==> src/rtl/drca_sequencer.sv <==
// Sequencer for one dynamic ripple-carry adder: accepts operands, waits only as long as the
// operands' longest propagate chain needs, then returns {Cout,S}. Optional stats: DRCA_SEQ_STATS_EN.
module drca_sequencer #(
  parameter int N     = 16,
  parameter int BPC   = 4,
  parameter int CNT_W = 8
) (
  input  logic             clk,
  input  logic             rst_n,
  input  logic             in_valid,
  output logic             in_ready,
  input  logic [N-1:0]     in_a,
  input  logic [N-1:0]     in_b,
  input  logic             in_cin,
  output logic             out_valid,
  input  logic             out_ready,
  output logic [N:0]       out_sum,
  output logic [CNT_W-1:0] out_cycles,
  output logic             busy,
  output logic             add_en,
  output logic [N-1:0]     add_a,
  output logic [N-1:0]     add_b,
  output logic             add_cin,
  input  logic [N-1:0]     add_s,
  input  logic             add_cout
`ifdef DRCA_SEQ_STATS_EN
  ,
  output logic [CNT_W-1:0] stat_ops,
  output logic [CNT_W-1:0] stat_cycles
`endif
);

  localparam int LW = $clog2(N + 1);

  typedef enum logic [1:0] {
    S_IDLE,
    S_WAIT,
    S_DONE
  } state_t;

  state_t           state_q, state_d;
  logic [CNT_W-1:0] cnt_q, cnt_d;
  logic [CNT_W-1:0] w_q, w_d;
  logic [N-1:0]     add_a_q, add_a_d;
  logic [N-1:0]     add_b_q, add_b_d;
  logic             add_cin_q, add_cin_d;
  logic [N:0]       sum_q, sum_d;
  logic [CNT_W-1:0] cyc_q, cyc_d;

  logic [N-1:0]     prop;
  logic [LW-1:0]    run_len;
  logic [LW-1:0]    l_max;
  logic [CNT_W-1:0] wait_w;
  logic             out_hs;

  // Longest run of propagate bits bounds how far a carry can ripple.
  assign prop = in_a ^ in_b;

  always_comb begin
    run_len = '0;
    l_max   = '0;
    for (int i = 0; i < N; i++) begin
      if (prop[i]) begin
        run_len = run_len + LW'(1);
      end else begin
        run_len = '0;
      end
      if (run_len > l_max) begin
        l_max = run_len;
      end
    end
  end

  assign wait_w = CNT_W'(l_max / LW'(BPC)) + CNT_W'(1);

  always_comb begin
    state_d   = state_q;
    cnt_d     = cnt_q;
    w_d       = w_q;
    add_a_d   = add_a_q;
    add_b_d   = add_b_q;
    add_cin_d = add_cin_q;
    sum_d     = sum_q;
    cyc_d     = cyc_q;
    case (state_q)
      S_IDLE: begin
        if (in_valid) begin
          add_a_d   = in_a;
          add_b_d   = in_b;
          add_cin_d = in_cin;
          cnt_d     = wait_w;
          w_d       = wait_w;
          state_d   = S_WAIT;
        end
      end
      S_WAIT: begin
        cnt_d = cnt_q - CNT_W'(1);
        if (cnt_q == CNT_W'(1)) begin
          sum_d   = {add_cout, add_s};
          cyc_d   = w_q;
          state_d = S_DONE;
        end
      end
      S_DONE: begin
        if (out_ready) begin
          state_d = S_IDLE;
        end
      end
      default: state_d = S_IDLE;
    endcase
  end

  always_ff @(posedge clk or negedge rst_n) begin
    if (!rst_n) begin
      state_q   <= S_IDLE;
      cnt_q     <= '0;
      w_q       <= '0;
      add_a_q   <= '0;
      add_b_q   <= '0;
      add_cin_q <= 1'b0;
      sum_q     <= '0;
      cyc_q     <= '0;
    end else begin
      state_q   <= state_d;
      cnt_q     <= cnt_d;
      w_q       <= w_d;
      add_a_q   <= add_a_d;
      add_b_q   <= add_b_d;
      add_cin_q <= add_cin_d;
      sum_q     <= sum_d;
      cyc_q     <= cyc_d;
    end
  end

  assign in_ready   = (state_q == S_IDLE);
  assign add_en     = (state_q == S_WAIT);
  assign out_valid  = (state_q == S_DONE);
  assign busy       = (state_q != S_IDLE);
  assign add_a      = add_a_q;
  assign add_b      = add_b_q;
  assign add_cin    = add_cin_q;
  assign out_sum    = sum_q;
  assign out_cycles = cyc_q;
  assign out_hs     = out_valid & out_ready;

`ifdef DRCA_SEQ_STATS_EN
  logic [CNT_W-1:0] stat_ops_q, stat_ops_d;
  logic [CNT_W-1:0] stat_cyc_q, stat_cyc_d;
  logic [CNT_W:0]   cyc_acc;

  // Both counters stick at all-ones rather than wrapping.
  always_comb begin
    stat_ops_d = stat_ops_q;
    stat_cyc_d = stat_cyc_q;
    cyc_acc    = {1'b0, stat_cyc_q} + {1'b0, cyc_q};
    if (out_hs) begin
      stat_ops_d = (&stat_ops_q) ? stat_ops_q : stat_ops_q + CNT_W'(1);
      stat_cyc_d = cyc_acc[CNT_W] ? {CNT_W{1'b1}} : cyc_acc[CNT_W-1:0];
    end
  end

  always_ff @(posedge clk or negedge rst_n) begin
    if (!rst_n) begin
      stat_ops_q <= '0;
      stat_cyc_q <= '0;
    end else begin
      stat_ops_q <= stat_ops_d;
      stat_cyc_q <= stat_cyc_d;
    end
  end

  assign stat_ops    = stat_ops_q;
  assign stat_cycles = stat_cyc_q;
`else
  logic unused_hs;
  assign unused_hs = out_hs;
`endif

endmodule
==> config.mk <==
export PLATFORM = sky130hd
export DESIGN_NAME = drca_sequencer
export DESIGN_NICKNAME = d
export VERILOG_FILES = /design/src/rtl/drca_sequencer.sv
export SDC_FILE = /design/constraint.sdc
export NUM_CORES = 1
export LEC_CHECK = 0
export BUFFER_PORTS_ARGS = -buffer_cell sky130_fd_sc_hd__buf_4
export CAP_MARGIN = 25
export CORE_AREA = 2 2 116 118
export CTS_CLUSTER_DIAMETER = 50
export DETAILED_ROUTE_END_ITERATION = 10
export DIE_AREA = 0 0 118 120
export HOLD_SLACK_MARGIN = 0.12
export PLACE_DENSITY = 0.81
export SETUP_SLACK_MARGIN = 0.05
export SYNTH_ARGS = -nofsm -noshare
export SYNTH_HDL_FRONTEND = slang
export SYNTH_SLANG_ARGS = --single-unit
export TNS_END_PERCENT = 30
==> constraint.sdc <==
create_clock -name clk -period 3.4 [get_ports clk]
set_clock_uncertainty 0.2 [all_clocks]
set_input_delay 0.68 -clock clk [delete_from_list [all_inputs] [get_ports clk]]
set_output_delay 0.68 -clock clk [all_outputs]
set_load 0.03 [all_outputs]
==> metrics.md, run 1 <==
| Metric | Value |
|---|---|
| Detailed Place HPWL | 20.3 mm |
| Cell with the most instances after synthesis | nand2_1 |
| I/O pins | 116 |
| Failing step | 5_1_grt |
| Standard-cell rows | between 40 and 50 |
| Avg Inst Size Synth | 8.15 um^2 |
| Synth async-reset ratio | 1.00 |
| Dpl ws | -16.67 ns |
| TritonCTS Sinks | 68 |
| Synth area leader | dfrtp_1 |
| Die width | around 120 um |
| Err | [ERROR GRT-0232] Routing congestion too high. Check the congestion heatmap in the GUI. |
| Post-synth cell types | 84 |
| Worst endpoint type | register data pin |
| Pin count of the biggest net entering global routing | 69 |
| Synth top area share | 0.231 |
| Post-synth EDFFs | 0 |
| GP Congestion | 0.931 |
| Synth Warn # | 0 |
| Initial core utilization | 0.569 |
| Sequential fraction of the synthesis area | 0.231 |
| Mapped Cells | between 900 and 1000 |
| Grt ovf | 75 |
| Outcome | did not finish |
| Synth Register Bits | 68 |
| PortBufs | 111 |
| Post-GRT worst EP | w_q[3]$_DFFE_PN0P_/D |
| Chip height | 120 um |
| CTS Root Cell | clkbuf_16 |
| CTS Buf Count | 9 |
| Deepest clock path buffer count | 2 |
| Most frequent cells after synthesis | nand2_1, ha_1, dfrtp_1, inv_1, nor2_1 |
| Hold buffer count at cts | 0 |
| Synthesized cell area | 0.00738 mm^2 |
| Tot GR Track Use | 0.760 |
| Area contributors post-synth | dfrtp_1, ha_1, nand2_1 |
| Ys flop type | dfrtp_1 |
| CTS H-Tree Depth | 3 |
metal layers:
layer  GRT usage  overflow
met1       0.745         0
met2       0.949        41
met3       0.569         2
met4       0.815        32
met5       0.257         0
what timing repair did:
action,CTS
setup buffers,35
resized for setup,66
endpoints found under the setup margin,8
pin swaps,43
kinds of logic after synthesis:
kind of cell    after synthesis  share of synthesized area
buf+inv                      97                     0.0632
simple gates                363                      0.236
fa+ha+maj                    81                      0.137
flops                        68                      0.231
mux                          58                     0.0888
other cells                   2                    0.00102
compound gates              191                      0.182
xor+xnor                     46                     0.0603
per-stage QoR:
stage | area, um^2 | cells
after floorplan | 7760 | 910
after global placement | 10800 | 1456
after CTS | 11600 | 1507
after detailed placement | 10800 | 1456
==> run 2: changes to the inputs <==
- CORE_AREA: 2 2 116 118 -> 2 2 139 141
- CTS_CLUSTER_DIAMETER: 50 -> unset
- DIE_AREA: 0 0 118 120 -> 0 0 141 143
- HOLD_SLACK_MARGIN: 0.12 -> unset
- PLACE_DENSITY: 0.81 -> unset
- PLACE_DENSITY_LB_ADDON: unset -> 0.15
- SETUP_SLACK_MARGIN: 0.05 -> unset
==> metrics.md, run 2 <==
| Metric | Value |
|---|---|
| Outcome | finished with violations |
| Violated checks | setup timing |
| GP Congestion | 0.890 (-4.5%) |
| Post-Route WL | 23.5 mm |
| Most frequent cells after synthesis | nand2_1, ha_1, dfrtp_1, inv_1, nor2_1 |
| Clk_lat worst skew | 0.34 ns |
| WP data required | between 3 and 4 ns |
| Synth async-reset ratio | 1.00 (unchanged) |
| DR top layer | met4 |
| Most frequent cells in the layout | buf_4, nand2_1, dfrtp_1, inv_1, ha_1 |
| CTS tree | yes |
| Synth Warn # | 0 (unchanged) |
| Synth top area share | 0.231 (unchanged) |
| Final instance area | 0.0119 mm^2 |
| Slowest-stage cell, CP | or3_4 |
| Final Critical Period | 19.16 ns |
| MaxCap Viol Count | 0 |
| CTS Root Cell | clkbuf_16 |
| Hold buffer count at cts | 0 (unchanged) |
| Tcrit/Tclk final | 5.64 |
| PortBufs | 111 (unchanged) |
| P&R area growth vs syn | 61.1% |
| Most common cell after layout, fill and taps aside | buf_4 |
| Worst-margin pin slew | 0.876 ns |
| Metal2 WL | 12.1 mm |
| Critical path class | input port to flop |
| Layout cells sized above 1 | 0.460 |
| Max reg flops | 17 |
| Detail-routed via count per cell | 5.08 |
| Metal-1 WL | ~10 mm |
| Deepest clock path buffer count | 2 (unchanged) |
| R2R Path End | out_cycles[3]$_DFFE_PN0P_ |
| Critical Path Start Type | input port |
| Detailed Place HPWL | 18.6 mm (-8.6%) |
| Post-synth EDFFs | 0 (unchanged) |
| Core Area | approximately 0.019 mm^2 |
| Synth area leader | dfrtp_1 |
| Starting DRT DRC Count | 429 |
| Initial antenna violation count | 0 |
| Synthesized cell area | 0.00738 mm^2 (unchanged) |
| RSZ-0062 raised after global routing | yes |
| Area contributors post-synth | dfrtp_1, ha_1, nand2_1 |
| Area after DPL | 0.0110 mm^2 (+1.8%) |
| I/O pins | 116 (unchanged) |
| Vias | 8024 |
| Pre-antenna DRT Iters | 5 |
| # DRC | 0 |
| Layout Nets | 1475 |
| Ys flop type | dfrtp_1 |
| Slew headroom | 0.416 |
| Synth Register Bits | 68 (unchanged) |
| Arrival time at the worst endpoint | 19.21 ns |
| CP endpoint kind | flop |
| Cells on worst reg2reg path | 5 |
| Fin. max-slew vios | 0 |
| Met3 Wirelength | around 600 um |
| Chip height | 143 um (+19%) |
| Reg2Reg Launch Point | cnt_q[3]$_DFFE_PN0P_ |
| CTS H-Tree Depth | 3 (unchanged) |
| Hold crit path type | input port to async pin |
| Sequential fraction of the synthesis area | 0.231 (unchanged) |
| TritonCTS Sinks | 68 (unchanged) |
| Flop2flop setup slack | ~1.1 ns |
| Hold Vio Cnt, Final | 0 |
| # fillers | 1532 |
| CTS Buf Count | 9 (unchanged) |
| Avg Inst Size Synth | 8.15 um^2 (unchanged) |
| Post-synth cell types | 84 (unchanged) |
| Number of global-route vias before repair | ~8200 |
| Pin count of the biggest net entering global routing | just under 70 |
| First-pass GRT wire length | 38.4 mm |
| Grt ovf | 0 |
| Crit-path most repeated cell | o21a_1 |
| Tot GR Track Use | 0.233 |
| DRT antenna net count | 0 |
| Die area | 0.0202 mm^2 |
| Final setup violation count | 8 |
| Cell with the most instances after synthesis | nand2_1 |
| N_diodes | 0 |
| Mapped Cells | 906 (unchanged) |
| Die width | 141 um (+19%) |
| Standard-cell rows | 50 (+19%) |
| Largest stage delay on the critical path | 0.39 ns |
| FMAX | 0.0522 GHz |
| Clock-pin slew on the worst setup and hold paths | ~0.060 ns |
| Dpl ws | -16.04 ns (+0.625 ns) |
| Initial core utilization | 0.397 (-0.171) |
| Avg WL per Cell | 14.9 um |
| Setup ws final | -15.76 ns |
| Worst Path Max Fanout | 7 |
run 2: cell counts after synthesis:
No cell type changed its count.
run 2: final cells by class:
type	instances	area, um^2	area share
repair buffers	451	3440	0.290
clock inverters	5	58.8	0.00495
well taps	234	293	0.0246
clock buffers	11	253	0.0213
multi-input cells	745	5900	0.496
flip-flops and latches	68	1700	0.143
inverters	65	245	0.0206
run 2: cell families (layout without fill, tap and decap cells):
family | count (synthesis) | in the layout | synth area share
xor gates and xnor gates | 46 | 46 | 0.0603
adders and majority gates | 81 | 81 | 0.137
buffers and inverters | 97 | 532 | 0.0632
muxes | 58 | 58 | 0.0888
other | 2 | 6 | 0.00102
DFF | 68 | 68 | 0.231
AOI/OAI and AO/OA | 191 | 191 | 0.182
and+or+nand+nor | 363 | 363 | 0.236
run 2: how the worst max path moves through the flow:
stage                        from              endpoint  slack [ns]  cells after the start
after detailed placement  in_b[1]  cnt_q[2]$_DFFE_PN0P_      -16.04                    115
after CTS                 in_b[0]    w_q[3]$_DFFE_PN0P_      -15.53                    113
after floorplan           in_a[0]  cnt_q[2]$_DFFE_PN0P_      -15.30                    112
after global placement    in_b[1]  cnt_q[2]$_DFFE_PN0P_      -15.49                    114
after global routing      in_b[1]  cnt_q[2]$_DFFE_PN0P_      -17.03                    116
final                     in_b[1]    w_q[3]$_DFFE_PN0P_      -15.76                    114
run 2: critical path, delay by kind of cell:
kind                     cells  cell delay (ns)
adder cells (fa/ha/maj)     15             3.89
AO/OA/AOI/OAI               59             8.64
multiplexers                 8             2.17
XOR/XNOR                     1             0.19
AND/OR/NAND/NOR             25             3.01
buffers and inverters        6             0.58
run 2: through the flow:
stage / std cells / hold slack [ns] / setup TNS [ns] / util
after floorplan: 910 / 0.184 / -120.92 / -
after global routing: 1579 / 0.291 / -134.90 / 0.640
after global placement: 1530 / 0.259 / -122.35 / 0.590
after detailed placement: 1530 / 0.263 / -126.93 / 0.590
final: 1579 / 0.254 / -124.87 / 0.640
after CTS: 1569 / 0.277 / -123.00 / 0.622
run 2: timing repair:
item	in CTS	in global routing
buffers inserted	23	10
pin swaps	42	37
resized for setup	26	51
endpoints found under the setup margin	8	8
run 2: per-layer routing:
layer  up-vias  GRT usage
li1       4090          -
met1      3774      0.290
met2       136      0.434
met3        24     0.0339
met4         0     0.0411
met5         -          0
Power of run 2 is left out: the tool's default activity adds up to more than one toggle a clock period on the data nets, which glitch-free logic cannot reach.
